`config.mk`:
```
export PLATFORM = sky130hd
export DESIGN_NAME = hc165_rd_flat
export DESIGN_NICKNAME = d
export VERILOG_FILES = /design/src/rtl/hc165_rd_if.sv /design/src/rtl/hc165_rd.sv /design/src/flat_wrapper.sv
export SDC_FILE = /design/constraint.sdc
export NUM_CORES = 1
export LEC_CHECK = 0
export ABC_AREA = 0
export BUFFER_PORTS_ARGS = -buffer_cell sky130_fd_sc_hd__buf_2
export CAP_MARGIN = 10
export CORE_ASPECT_RATIO = 0.75
export CORE_MARGIN = 2
export CORE_UTILIZATION = 50
export DETAILED_ROUTE_END_ITERATION = 12
export PLACE_DENSITY_LB_ADDON = 0.3
export SETUP_SLACK_MARGIN = 0.4
export SKIP_CTS_REPAIR_TIMING = 1
export SLEW_MARGIN = 20
export SYNTH_ARGS = -nofsm -noshare
export SYNTH_HDL_FRONTEND = slang
export SYNTH_SLANG_ARGS = --single-unit
```
`constraint.sdc`:
```
create_clock -name clk -period 1.75 [get_ports clk]
set_input_delay 0.35 -clock clk [delete_from_list [all_inputs] [get_ports clk]]
set_output_delay 0.35 -clock clk [all_outputs]
set_load 0.05 [all_outputs]
```
`src/rtl/hc165_rd_if.sv`:
```
// hc165_rd bus: start request, '165 chain pins and captured-word outputs.
// The master side is user logic plus the board chain; the slave side is the reader.
interface hc165_rd_if #(
    parameter int WIDTH = 16
) ();
    logic             start;
    logic             q7;
    logic             pl_n;
    logic             ce_n;
    logic             cp;
    logic [WIDTH-1:0] data_out;
    logic             data_valid;
    logic             busy;

    modport master (
        output start,
        output q7,
        input  pl_n,
        input  ce_n,
        input  cp,
        input  data_out,
        input  data_valid,
        input  busy
    );

    modport slave (
        input  start,
        input  q7,
        output pl_n,
        output ce_n,
        output cp,
        output data_out,
        output data_valid,
        output busy
    );
endinterface

```
`src/rtl/hc165_rd.sv`:
```
// hc165_rd: 74HC165 chain reader, MSB-first, one-cycle valid strobe per frame.
// Optional macro HC165_SYNC_EN: put q7 through a 2-flop synchroniser.
module hc165_rd #(
    parameter int CNT_MAX = 2,
    parameter int WIDTH   = 16
) (
    input logic        clk,
    input logic        rst_n,
    hc165_rd_if.slave  bus
);
    localparam int DW = (CNT_MAX > 1) ? $clog2(CNT_MAX) : 1;
    localparam int PW = $clog2(2 * WIDTH);

    typedef enum logic [1:0] {
        IDLE  = 2'd0,
        LOAD  = 2'd1,
        SHIFT = 2'd2,
        DONE  = 2'd3
    } state_t;

    state_t           state_q, state_d;
    logic [DW-1:0]    div_q, div_d;
    logic [PW-1:0]    phase_q, phase_d;
    logic [WIDTH-1:0] shreg_q, shreg_d;
    logic [WIDTH-1:0] data_q, data_d;
    logic             pl_n_q, pl_n_d;
    logic             ce_n_q, ce_n_d;
    logic             cp_q, cp_d;
    logic             valid_q, valid_d;
    logic             busy_q, busy_d;
    logic             q7_s;
    logic             tick;

`ifdef HC165_SYNC_EN
    logic q7_m_q, q7_s_q;

    // Two-flop synchroniser for the asynchronous board q7 line.
    always_ff @(posedge clk) begin
        if (!rst_n) begin
            q7_m_q <= 1'b0;
            q7_s_q <= 1'b0;
        end else begin
            q7_m_q <= bus.q7;
            q7_s_q <= q7_m_q;
        end
    end

    assign q7_s = q7_s_q;
`else
    assign q7_s = bus.q7;
`endif

    assign tick = (div_q == DW'(CNT_MAX - 1));

    // Next-state logic: divider, frame sequencing and pin waveforms.
    always_comb begin
        state_d = state_q;
        div_d   = div_q;
        phase_d = phase_q;
        shreg_d = shreg_q;
        data_d  = data_q;
        pl_n_d  = pl_n_q;
        ce_n_d  = ce_n_q;
        cp_d    = cp_q;
        valid_d = 1'b0;
        if (state_q != IDLE) begin
            div_d = tick ? '0 : div_q + 1'b1;
        end
        unique case (state_q)
            IDLE: begin
                div_d = '0;
                if (bus.start) begin
                    state_d = LOAD;
                    pl_n_d  = 1'b0;
                end
            end
            LOAD: begin
                if (tick) begin
                    pl_n_d  = 1'b1;
                    ce_n_d  = 1'b0;
                    phase_d = '0;
                    state_d = SHIFT;
                end
            end
            SHIFT: begin
                if (tick) begin
                    if (!phase_q[0]) begin
                        shreg_d = {shreg_q[WIDTH-2:0], q7_s};
                        cp_d    = 1'b1;
                    end else begin
                        cp_d = 1'b0;
                    end
                    if (phase_q == PW'(2 * WIDTH - 1)) begin
                        ce_n_d  = 1'b1;
                        state_d = DONE;
                    end else begin
                        phase_d = phase_q + 1'b1;
                    end
                end
            end
            DONE: begin
                data_d  = shreg_q;
                valid_d = 1'b1;
                div_d   = '0;
                state_d = IDLE;
            end
            default: begin
                state_d = IDLE;
            end
        endcase
        busy_d = (state_d != IDLE);
    end

    // State and registered outputs; reset aborts any frame in progress.
    always_ff @(posedge clk) begin
        if (!rst_n) begin
            state_q <= IDLE;
            div_q   <= '0;
            phase_q <= '0;
            shreg_q <= '0;
            data_q  <= '0;
            pl_n_q  <= 1'b1;
            ce_n_q  <= 1'b1;
            cp_q    <= 1'b0;
            valid_q <= 1'b0;
            busy_q  <= 1'b0;
        end else begin
            state_q <= state_d;
            div_q   <= div_d;
            phase_q <= phase_d;
            shreg_q <= shreg_d;
            data_q  <= data_d;
            pl_n_q  <= pl_n_d;
            ce_n_q  <= ce_n_d;
            cp_q    <= cp_d;
            valid_q <= valid_d;
            busy_q  <= busy_d;
        end
    end

    assign bus.pl_n       = pl_n_q;
    assign bus.ce_n       = ce_n_q;
    assign bus.cp         = cp_q;
    assign bus.data_out   = data_q;
    assign bus.data_valid = valid_q;
    assign bus.busy       = busy_q;
endmodule

```
`src/flat_wrapper.sv`:
```
// flat-port wrapper written by rule: the top's interface ports become plain ports
module hc165_rd_flat 
#(
    parameter int CNT_MAX = 2,
    parameter int WIDTH   = 16
)
  (clk, rst_n, bus_start, bus_q7, bus_pl_n, bus_ce_n, bus_cp, bus_data_out, bus_data_valid, bus_busy);
  hc165_rd_if #(.WIDTH(WIDTH)) bus_i ();
  input logic clk;
  input logic rst_n;
  input wire logic [$bits(bus_i.start)-1:0] bus_start;
  input wire logic [$bits(bus_i.q7)-1:0] bus_q7;
  output wire logic [$bits(bus_i.pl_n)-1:0] bus_pl_n;
  output wire logic [$bits(bus_i.ce_n)-1:0] bus_ce_n;
  output wire logic [$bits(bus_i.cp)-1:0] bus_cp;
  output wire logic [$bits(bus_i.data_out)-1:0] bus_data_out;
  output wire logic [$bits(bus_i.data_valid)-1:0] bus_data_valid;
  output wire logic [$bits(bus_i.busy)-1:0] bus_busy;
  assign bus_i.start = bus_start;
  assign bus_i.q7 = bus_q7;
  assign bus_pl_n = bus_i.pl_n;
  assign bus_ce_n = bus_i.ce_n;
  assign bus_cp = bus_i.cp;
  assign bus_data_out = bus_i.data_out;
  assign bus_data_valid = bus_i.data_valid;
  assign bus_busy = bus_i.busy;
  hc165_rd #(.CNT_MAX(CNT_MAX), .WIDTH(WIDTH)) u_core (.clk(clk), .rst_n(rst_n), .bus(bus_i));
endmodule
```
==> flow_metrics.env <==
export IMPL_powerDensity_mw_per_mm2=839.7
export IMPL_overflow=0
export IMPL_globalplace_congestion=0.7599
export IMPL_slew_violations=0
export IMPL_worst_r2r_endpoint="u_core.phase_q[2]"
export IMPL_synthTopCellsByCount="nand2_1, dfxtp_1, a21boi_1"
export IMPL_first_global_vias=1180
export IMPL_critPathBufInv=0
export IMPL_start_util=0.5117
export IMPL_yosysMostFrequentCell="nand2_1"
export IMPL_synth_top_cell_area_share=0.4905
export IMPL_synth_edf_count=0
export IMPL_path_cells="ha_4 -> and3_4 -> ha_4 -> nand4bb_4 -> a21boi_2 -> mux2i_1"
export IMPL_p_leak_nw=0.8264
export IMPL_place_hpwl_mm=2.015
export IMPL_io_pin_count=25
export IMPL_rows=19
export IMPL_async_flop_share=0
export IMPL_min_period_ns=1.520
export IMPL_r2r_start="u_core.phase_q[0]"
export IMPL_seq_power_share=0.563
export IMPL_power_switching_w=0.0004267
export IMPL_fin_util=0.6190
export IMPL_synth_area_leaders="dfxtp_1, a21boi_1, nand2_1"
export IMPL_viasPerCell=4.913
export IMPL_grt_total_usage=0.1693
export IMPL_clk_pin_slew_ns=0.08
export IMPL_place_area_mm2=0.002058
export IMPL_critPathArrivalTime_ns=1.75
export IMPL_period_share=0.8684
export IMPL_avgSynthCellArea_um2=8.746
export IMPL_skew_ns=0.004386
export IMPL_outcome="completed"
export IMPL_relSlewSlack=0.7730
export IMPL_drtIter0Drc=86
export IMPL_final_nets=242
export IMPL_ff2ff_path_depth=6
export IMPL_ctsHtreeMaxLevel=2
export IMPL_die_x_um=73.99
export IMPL_die_height_um=56.49
export IMPL_maxCapViolations=0
export IMPL_num_antenna_cells=0
export IMPL_cp_max_fo=7
export IMPL_io_buffers=24
export IMPL_cts_root_buf="clkbuf_8"
export IMPL_cts_made_buffers=5
export IMPL_clock_fmax_ghz=0.6580
export IMPL_slowest_delay_ns=0.37
export IMPL_place_inst=277
export IMPL_finalSetupTns_ns=0
export IMPL_drt_total_wl_mm=3.342
export IMPL_synth_ff_type="dfxtp_1"
export IMPL_cp_depth=6
export IMPL_worstSkewPairLatency_ns=0.30
export IMPL_synth_warnings=0
export IMPL_cts_num_sinks=45
export IMPL_synth_area_mm2=0.001837
export IMPL_layout_cells_non_filler=289
export IMPL_cp_top_family="simple AND/OR/NAND/NOR gates"
export IMPL_criticalPathCategory="flop to flop"
export IMPL_setup_viol=0
export IMPL_intPower_w=0.001439
export IMPL_ys_seq_area_frac=0.4905
export IMPL_postRouteAntennaNets=0
export IMPL_crit_top_cell="ha_4"
export IMPL_first_pass_iters=4
export IMPL_comb_power_share=0.061
export IMPL_synth_area_leader_cell="dfxtp_1"
export IMPL_switching_share=0.2287
export IMPL_start_kind="flop"
export IMPL_endpoint_kind="flop"
export IMPL_peakVddDrop_mv=0.6529
export IMPL_drc=0
export IMPL_crit_slowest_cell="dfxtp_4"
export IMPL_final_area_mm2=0.002222
export IMPL_grt_max_degree=48
export IMPL_hold_path_class="input pin to flop"
export IMPL_crit_end="u_core.phase_q[2]"
export IMPL_clock_path_buffers=2
export IMPL_cts_tree="done"
export IMPL_hold_viol=0
export IMPL_ys_ff_latch=45
export IMPL_drive_gt1_frac=0.2489
export IMPL_dieArea_mm2=0.004179
export IMPL_required_ns=1.98
export IMPL_synthCells=210
export IMPL_core_area_mm2=0.003590
export IMPL_vias=1420
export IMPL_syn_nets=216
export IMPL_synth_cell_types=30
export IMPL_grt_pass1_wl_mm=5.347
export IMPL_tightest_slew_ns=0.3392
export IMPL_antenna_found_initial=0
export IMPL_regToRegSetupSlack_ns=0.23
export IMPL_wl_per_cell_um=11.56
export IMPL_synthToLayoutAreaGrowth_pct=20.98
export IMPL_worstSetupStartpoint="u_core.phase_q[0]"
export IMPL_clkPwrFrac=0.375
export IMPL_rsz0062_at_grt="yes"
[registers in the layout, indices dropped and copies added, names as in the netlist]
signal / count
u_core.bus.busy: 1
u_core.bus.ce_n: 1
u_core.bus.cp: 1
u_core.bus.data_out: 16
u_core.bus.data_valid: 1
u_core.bus.pl_n: 1
u_core.div_q: 1
u_core.phase_q: 5
u_core.shreg_q: 16
u_core.state_q: 2
[worst min-delay path by stage]
stage | cells after the start | to | slack [ns] | start
floorplan | 2 | u_core.bus.data_out[15] | 0.43 | u_core.shreg_q[15]
global placement | 2 | u_core.bus.data_out[4] | 0.44 | u_core.bus.data_out[4]
detailed placement | 2 | u_core.bus.data_out[3] | 0.44 | u_core.bus.data_out[3]
CTS | 3 | u_core.shreg_q[0] | 0.29 | bus_q7
global route | 3 | u_core.shreg_q[0] | 0.31 | bus_q7
finish | 3 | u_core.shreg_q[0] | 0.30 | bus_q7
[worst reg2reg max path, stage by stage (launching register included)]
cell and delay, ns:
dfxtp_4 0.37, ha_4 0.15, and3_4 0.18, ha_4 0.17, nand4bb_4 0.23, a21boi_2 0.18
mux2i_1 0.18
[layer usage]
layer	share of wire	vias to the layer above	track usage	wire (um)
met1	0.54	642	0.2353	1796
met3	0.039	6	0.07181	129
li1	-	753	-	-
met2	0.41	19	0.2283	1365
met4	0.015	0	0.07013	51
met5	0	-	0	0
[power by group through the flow]
stage          Clock (W)  Combinational (W)  Sequential [W]
5_1_grt         0.000762           0.000124         0.00105
4_1_cts         0.000718           0.000110         0.00105
3_5_place_dp           0           0.000109         0.00107
6_report        0.000701           0.000114         0.00105
2_1_floorplan          0          0.0000733         0.00108
3_3_place_gp           0           0.000109         0.00107
[cell families after synthesis]
logic type,synth area share
AO/OA/AOI/OAI,0.1907
XOR/XNOR,0.004769
adder cells (fa/ha/maj),0.01362
buffers and inverters,0.05040
flip-flops,0.4905
multiplexers,0.01090
AND/OR/NAND/NOR,0.2391
[cells in the final DEF (no fill, tap or decap), types with 2 or more instances in the layout]
| cell | count |
|---|---|
| a21boi_1 | 36 |
| a21oi_1 | 2 |
| and2_1 | 2 |
| and4bb_1 | 2 |
| buf_2 | 24 |
| buf_4 | 10 |
| clkbuf_8 | 7 |
| dfxtp_1 | 40 |
| dfxtp_2 | 4 |
| ha_4 | 2 |
| mux2i_1 | 2 |
| nand2_1 | 69 |
| nand2b_1 | 3 |
| nand3_1 | 6 |
| nand3b_1 | 2 |
| nand4bb_1 | 2 |
| o21a_1 | 2 |
| o21ai_0 | 2 |
| o21ai_1 | 2 |
[area by class of cell]
type,count,area [um2]
clock buffers,7,96.34
clock inverters,1,5.005
fillers,313,1368
inverters,2,7.507
multi-input cells,147,923.4
flip-flops and latches,45,909.6
well taps,52,65.06
repair buffers,35,215.2
[through the flow]
step	power (W)	hold WS [ns]	setup WS (ns)
2_1_floorplan	0.001158	0.4310	0.3474
3_3_place_gp	0.001184	0.4388	0.2819
3_5_place_dp	0.001184	0.4426	0.2697
4_1_cts	0.001878	0.2882	0.2450
5_1_grt	0.001940	0.3106	0.1563
6_report	0.001866	0.2951	0.2303
Note: power is estimated with default switching activity, not from simulation.
